File: config.mk
export PLATFORM = sky130hd
export DESIGN_NAME = fetch_queue_unit
export DESIGN_NICKNAME = d
export VERILOG_FILES = /design/src/rtl/fetch_queue_unit.sv
export SDC_FILE = /design/constraint.sdc
export NUM_CORES = 1
export LEC_CHECK = 0
export CAP_MARGIN = 40
export CORE_UTILIZATION = 50
export CTS_CLUSTER_SIZE = 25
export DETAILED_ROUTE_END_ITERATION = 12
export GPL_TIMING_DRIVEN = 0
export PLACE_DENSITY = 0.76
export SLEW_MARGIN = 15
export SYNTH_ARGS = -nofsm -noshare
export SYNTH_HDL_FRONTEND = slang
export SYNTH_HIERARCHICAL = 1
export SYNTH_SLANG_ARGS = --single-unit
export TNS_END_PERCENT = 100
File: constraint.sdc
create_clock -name clk -period 3.9 [get_ports clk]
set_clock_uncertainty 0.05 [all_clocks]
set_input_delay 0.78 -clock clk [delete_from_list [all_inputs] [get_ports clk]]
set_output_delay 0.78 -clock clk [all_outputs]
set_load 0.005 [all_outputs]
File: src/rtl/fetch_queue_unit.sv
// Generic circular FIFO with synchronous clear; head is presented from registered storage.
// Latency: a write is visible at rd_dat the cycle after it is accepted; clear takes effect next cycle.
// Backpressure: rd_rdy pops the head when rd_vld; the caller must not write when count == DEPTH.
module fq_fifo #(
    parameter int WIDTH = 8,
    parameter int DEPTH = 4
) (
    input  logic                     clk,
    input  logic                     rst,
    input  logic                     clr,
    input  logic                     wr_vld,
    input  logic [WIDTH-1:0]         wr_dat,
    output logic                     rd_vld,
    input  logic                     rd_rdy,
    output logic [WIDTH-1:0]         rd_dat,
    output logic [$clog2(DEPTH):0]   count
);
    localparam int AW = $clog2(DEPTH);

    logic [WIDTH-1:0] mem [DEPTH];
    logic [AW-1:0]    wr_ptr;
    logic [AW-1:0]    rd_ptr;
    logic             rd_fire;

    assign rd_vld  = (count != '0);
    assign rd_fire = rd_vld & rd_rdy;
    // Empty reads return zero so the head fields are defined out of reset.
    assign rd_dat  = rd_vld ? mem[rd_ptr] : '0;

    always_ff @(posedge clk) begin
        if (wr_vld && !clr) begin
            mem[wr_ptr] <= wr_dat;
        end
    end

    always_ff @(posedge clk or negedge rst) begin
        if (!rst) begin
            wr_ptr <= '0;
            rd_ptr <= '0;
            count  <= '0;
        end else if (clr) begin
            wr_ptr <= '0;
            rd_ptr <= '0;
            count  <= '0;
        end else begin
            if (wr_vld) begin
                wr_ptr <= wr_ptr + 1'b1;
            end
            if (rd_fire) begin
                rd_ptr <= rd_ptr + 1'b1;
            end
            unique case ({wr_vld, rd_fire})
                2'b10:   count <= count + 1'b1;
                2'b01:   count <= count - 1'b1;
                default: count <= count;
            endcase
        end
    end
endmodule

// Sequential instruction fetch with one outstanding memory request, buffering {pc, inst} for decode.
// Latency: request issues the cycle after a slot frees; acked data is visible at out_* one cycle later.
// Backpressure: out_ready stalls decode; fetch stops issuing once the queue would be full.
module fetch_queue_unit #(
    parameter int               XLEN     = 32,
    parameter int               ILEN     = 32,
    parameter int               DEPTH    = 4,
    parameter logic [XLEN-1:0]  RESET_PC = '0
) (
    input  logic                     clk,
    input  logic                     rst,
    output logic                     imem_req,
    output logic [XLEN-1:0]          imem_addr,
    input  logic                     imem_ack,
    input  logic [ILEN-1:0]          imem_rdata,
    input  logic                     redirect,
    input  logic [XLEN-1:0]          redirect_pc,
    output logic                     out_valid,
    input  logic                     out_ready,
    output logic [XLEN-1:0]          out_pc,
    output logic [ILEN-1:0]          out_inst,
    output logic [$clog2(DEPTH):0]   occupancy
);
    localparam int CW = $clog2(DEPTH) + 1;

    typedef struct packed {
        logic [XLEN-1:0] pc;
        logic [ILEN-1:0] inst;
    } entry_t;

    entry_t          push_dat;
    entry_t          head_dat;
    logic [XLEN-1:0] fetch_pc;
    logic [XLEN-1:0] fetch_pc_next;
    logic [CW-1:0]   occ_next;
    logic            discard;
    logic            ack_acc;
    logic            push;
    logic            pop;
    logic            req_free;
    logic            issue;

    // An ack only counts against a live request; stray acks after reset are ignored.
    assign ack_acc  = imem_req & imem_ack;
    assign push     = ack_acc & ~discard & ~redirect;
    assign pop      = out_valid & out_ready & ~redirect;
    assign req_free = ~imem_req | ack_acc;
    assign push_dat = {imem_addr, imem_rdata};

    always_comb begin
        occ_next = occupancy;
        if (redirect) begin
            occ_next = '0;
        end else if (push && !pop) begin
            occ_next = occupancy + 1'b1;
        end else if (pop && !push) begin
            occ_next = occupancy - 1'b1;
        end
    end

    assign issue = req_free & (occ_next < CW'(DEPTH)) & ~redirect;

    always_comb begin
        fetch_pc_next = fetch_pc;
        if (redirect) begin
            fetch_pc_next = redirect_pc & ~XLEN'(3);
        end else if (push) begin
            fetch_pc_next = imem_addr + XLEN'(4);
        end
    end

    always_ff @(posedge clk or negedge rst) begin
        if (!rst) begin
            fetch_pc  <= RESET_PC;
            imem_req  <= 1'b0;
            imem_addr <= RESET_PC;
            discard   <= 1'b0;
        end else begin
            fetch_pc <= fetch_pc_next;
            // Address and request hold while a request waits for its ack.
            if (req_free) begin
                imem_req  <= issue;
                imem_addr <= fetch_pc_next;
            end
            if (ack_acc) begin
                discard <= 1'b0;
            end else if (redirect && imem_req) begin
                discard <= 1'b1;
            end
        end
    end

    fq_fifo #(
        .WIDTH ($bits(entry_t)),
        .DEPTH (DEPTH)
    ) u_fifo (
        .clk    (clk),
        .rst    (rst),
        .clr    (redirect),
        .wr_vld (push),
        .wr_dat (push_dat),
        .rd_vld (out_valid),
        .rd_rdy (out_ready),
        .rd_dat (head_dat),
        .count  (occupancy)
    );

    assign out_pc   = head_dat.pc;
    assign out_inst = head_dat.inst;
endmodule
Word level (Yosys, flattened, before mapping) --
Memories as Yosys holds them, arrays and structs flattened. Cells that the tools add are included.
Word-level totals: register bits after elaboration 73, memories kept 1, bits in writable memories 256, output and inout bits 101, bits in latches 0, input bits 69, word-level logic and storage cells 55, bits in read-only memories 0
Operators by class: multiply operators 0, bitwise logic cells 11, mux-type cells 16, shift operators 0, reduce and logical (&&, ||, !) cells 12, add/subtract/negate cells 5, eq/ne operators 2, divide/modulo/power cells 0, order comparisons 1
Memory list:
- u_fifo.mem | words 4, bits a word 64, read ports 1, clocked after Yosys merged registers in 0, wr ports 1, RTL line 20 | logic [WIDTH-1:0] mem [DEPTH];
Operator list (count):
- $mux W32 | 2
- $mux W64 | 1
- $add A32 B3 Y32 const B | 1
- $mux W3 | 4
- $mux W2 | 4
- $and A1 B1 Y1 | 7
- $pmux W3 S2 | 1
- $reduce_bool A2 Y1 | 3
- $reduce_bool A3 Y1 | 2
- $add A2 B1 Y2 const B | 2
- $logic_and A1 B1 Y1 | 4
- $mux W1 | 4
- $add A3 B1 Y3 const B | 1
- $logic_not A1 Y1 | 3
- $lt A3 B3 Y1 const B | 1
- $not A1 Y1 | 3
- $sub A3 B1 Y3 const B | 1
- $eq A2 B1 Y1 const B | 1
- $eq A2 B2 Y1 const B | 1
- $or A1 B1 Y1 | 1

Depth between registers and ports, before layout --
depth in word-level cells 11, mapped depth 12

Modules after synthesis --
The synthesis kept the hierarchy.
Modules (own cells, without submodules):
- fq_fifo | cells an instance 455, times used 1, sequential area each 7862.5 um^2, area an instance 10159.7 um^2
- fetch_queue_unit | cells an instance 407, times used 1, sequential area each 1651.6 um^2, area an instance 3606.0 um^2

Least setup slack after synthesis --
OpenSTA, ideal clock, no wires.
path kind input-to-reg, start point in redirect, end point mem u_fifo/mem[0][0] in the netlist's numbering, enable pin, arrival 3692 ps, library setup time 429 ps, stages 8, required time 3421 ps, buffers on the path 4, setup slack -271 ps, cells stage by stage clkbuf_1 > nand2b_1 > clkbuf_1 > inv_1 > clkbuf_1 > buf_2 > nor2b_1 > and2_1
Between the ends: longest elaborated chain between the ends 5, elaborated cells between the ends (all ways) 6
Ends and longest elaborated chain:
- start: declaration | RTL line 76 | input logic redirect,
- $not A1 Y1 | RTL line 105 | assign push = ack_acc & ~discard & ~redirect;
- $and A1 B1 Y1 | RTL line 105
- via push | RTL line 98 | logic push;
- $logic_and A1 B1 Y1 | RTL line 31 | if (wr_vld && !clr) begin
- $mux W1 | RTL line 31
- $mux W1 (not written as such) | RTL line 32 | mem[wr_ptr] <= wr_dat;
- end: declaration | RTL line 20
The timed path passes the listed nets, and every way through them passes these cells.

Worst setup path in the final report --
start point in imem_ack, end point mem u_fifo/mem[2][4] in the netlist's numbering, enable pin
Between the ends: longest elaborated chain between the ends 6
Ends and longest elaborated chain:
- start: declaration | RTL line 74 | input logic imem_ack,
- $and A1 B1 Y1 | RTL line 104 | assign ack_acc = imem_req & imem_ack;
- $and A1 B1 Y1 (2 in a row) | RTL line 105
- $logic_and A1 B1 Y1 | RTL line 31
- $mux W1 | RTL line 31
- $mux W1 (not written as such) | RTL line 32
No other way between the ends.

==> results.toml <==
[route]
vias = 8261
drt_iter0_drc = 787
drc_errors = 0
drt-pass1-iter-count = 5
vias_per_cell = 5.75
wire_per_inst_um = 21.1
routed_wl_um = 30300
detail-route-antenna-nets = 0

[placed_design]
placed_area_um2 = 16000
numPortBuffers = 166
place.gp.congestion = 0.909
preCtsSetupSlack_ns = -0.445
dpl.hpwl_um = 19700

[layout]
final_cell_area_um2 = 17100
drive_gt1_share_pct = 15.3
final-seq-area_um2 = 9510
area_growth_pct = 24.2
multiInputGateArea_um2 = 3980
most-common-layout-cells = "256 x edfxtp_1, 165 x clkdlybuf4s50_1, 73 x dfrtp_1"
nets = 1144
final_common_cell = "edfxtp_1"
final_util_pct = 63.5
antenna_cells = 0
fill_cells = 1949

[floorplan]
rows = 60
core_um2 = 27000
die_h_um = 168
io_pins = 170
die_area_um2 = 28200
die_w_um = 168
initial_utilization_pct = 51.1

[power]
p_per_area_nw_per_um2 = 617
irDropWorstVdd_mv = 0.405
p_leak_uw = 0.00590

[yosys]
synth.top_cell.area_share_pct = 55.8
ys_types = 61
synth_seq_area_share_pct = 69.1
yosys_most_used_dff = "edfxtp_1"
synth_top_area_cell = "edfxtp_1"
ys_ff_latch = 329
postSynthCellCount = 862
syn_nets = 937
synth_area_um2 = 13800
yosysWarnings = 6
synth_edf_count = 256
avgSynthCellArea_um2 = 16.0
synth.area.top_cells = "edfxtp_1 56%, dfrtp_1 13%, mux4_2 10%, and2_1 3.3%, nand2_1 1.6%"
synthArstFlopShare_pct = 22.2

[global_route]
grt_pass1_wl_um = 47000
grt_max_degree = 54
grt_pass1_vias = 8359
gr-total-overflow = 0
track_usage_pct = 22.0
antenna_found_initial = 0

[worst_setup_path]
cp_num_buf_inv = 5
crit_path_top_delay_cell = "clkdlybuf4s50_1"
path_max_fanout = 40
critical-path-top-delay-family = "buffers and inverters"
critPathKind = "in -> reg"
path_cells = "clkdlybuf4s50_1 > and3b_1 > nand2b_1 > clkbuf_1 > inv_1 > buf_2 > nor2b_1 > and2_4 > buf_16"
required_ns = 4.03
end_kind = "flop"
max_stage_delay_ns = 0.54
cp-start-kind = "input pin"
arrival_ns = 3.75

[sta]
rsz0062_at_grt = "no"
setup_violations = 0
slew_viol_final = 0
fin_ws_ns = 0.281
fmax_ghz = 0.276
hold_violations = 0
relSlewSlack_pct = 47.6
tightest_slew_ns = 0.786
period_minus_slack_ns = 3.62
fin_crit_sh_pct = 92.8

[clock_network]
htreeDepth = 2
clk-insertion-delay-late_ns = 0.51
numCtsBuffers = 35
cts_tree = "built"
max-clock-path-buffers = 3
cts_root_buf = "clkbuf_16"
post-cts-setup-buffers = 0
postCtsHoldBufs = 0
clk_pin_slew_ns = 0.06
post_cts_resized = 0
clock_sinks = 329

[run_status]
status = "completed"

[worst_hold_path]
hp-class = "in -> async"

[run]
maxCapViolCount = 0
## final timing paths
path / slack [ns] / to / depth (start not counted) / startpoint
hold / removal: 0.12 / imem_addr[28]$_DFFE_PN0N_ / 1 / rst
setup / recovery: 0.28 / u_fifo/mem[2][4]$_DFFE_PP_ / 9 / imem_ack
max in group asynchronous: 3.11 / imem_addr[0]$_DFFE_PN0N_ / 2 / rst
hold reg to reg: 0.49 / discard$_DFFE_PN0P_ / 2 / discard$_DFFE_PN0P_
min in group clk: 0.49 / discard$_DFFE_PN0P_ / 2 / discard$_DFFE_PN0P_
setup reg to reg: 0.57 / u_fifo/mem[2][4]$_DFFE_PP_ / 8 / imem_req$_DFFE_PN0N_
## routing by layer
layer  track usage [%]  vias to the layer above  part of all wire, %
met2              35.5                      333                   48
met3              3.88                       59                  7.1
met1              30.7                     4140                   43
met4              6.94                        0                  2.2
li1                  -                     3729                    -
met5                 0                        -                    0
## cell usage after synthesis, types with 2 or more instances
library cell / number
o21ai_0: 23
nor3_1: 10
o2bb2a_1: 2
nor3b_1: 4
nand2_1: 60
buf_6: 5
a21boi_0: 4
and3_1: 2
mux4_2: 64
o2bb2ai_1: 3
buf_2: 15
o31ai_1: 10
nand3_1: 14
clkbuf_1: 21
nand4_1: 12
a21o_1: 6
xnor2_1: 15
or3_1: 3
nor4_1: 6
o31a_1: 2
buf_4: 3
and2_1: 72
nand2b_1: 5
xor2_1: 12
a221oi_1: 2
o22a_1: 2
a311o_1: 2
dfrtp_1: 73
edfxtp_1: 256
o22ai_1: 2
mux2_2: 10
a31oi_1: 7
a21oi_1: 28
nor2b_1: 2
a31o_2: 2
nor2_1: 56
inv_1: 11
a211oi_1: 2
mux2i_1: 8
ha_1: 5
## where the power goes
part           total (µW)  switching, µW  leakage [µW]  internal, µW
combinational        2810           1220       0.00214          1600
sequential           4570            427       0.00321          4140
clock                3170           1290      0.000540          1880
total               10500           2930       0.00590          7610
## layout make-up
cell class	instances	share of cell area, %
Inverter	11	0.241
Tap cell	341	2.49
Multi-Input combinational cell	476	23.3
Timing Repair Buffer	171	10.5
Sequential cell	329	55.6
Clock buffer	43	5.60
Clock inverter	20	0.871
Buffer	45	1.39
## stage by stage
stage	cells	TNS [ns]	hold slack [ns]	power (µW)
final	1436	0	0.115	10500
after global routing	1436	0	0.117	11000
after CTS	1437	0	0.107	10700
after detailed placement	1374	-81.18	0.484	7470
after global placement	1369	-322.59	0.460	7420
after floorplan	862	0	0.434	5950
## worst register-to-register path, stage by stage, from the launching register on
cell and delay, ns:
dfrtp_1 0.50, and3b_1 0.23, nand2b_1 0.06, clkbuf_1 0.24
inv_1 0.46, buf_2 0.34, nor2b_1 0.30, and2_4 0.48
buf_16 0.31
## kinds of logic (layout without fill, tap and decap cells)
family	Yosys count	after routing	synth area share [%]
adder cells (fa/ha/maj)	6	6	0.600
buffers and inverters	57	290	2.05
AND/OR/NAND/NOR	257	257	9.66
XOR/XNOR	27	27	1.72
flip-flops	329	329	69.1
multiplexers	82	82	11.9
AO/OA/AOI/OAI	104	104	4.98
## state kept, by name, indices dropped and copies added, names as in the netlist
signal and cells:
u_fifo/count 3, fetch_pc 32, u_fifo/wr_ptr 2, imem_req 1
discard 1, u_fifo/mem 256, imem_addr 32, u_fifo/rd_ptr 2
Power figures use the tool's default switching activity.
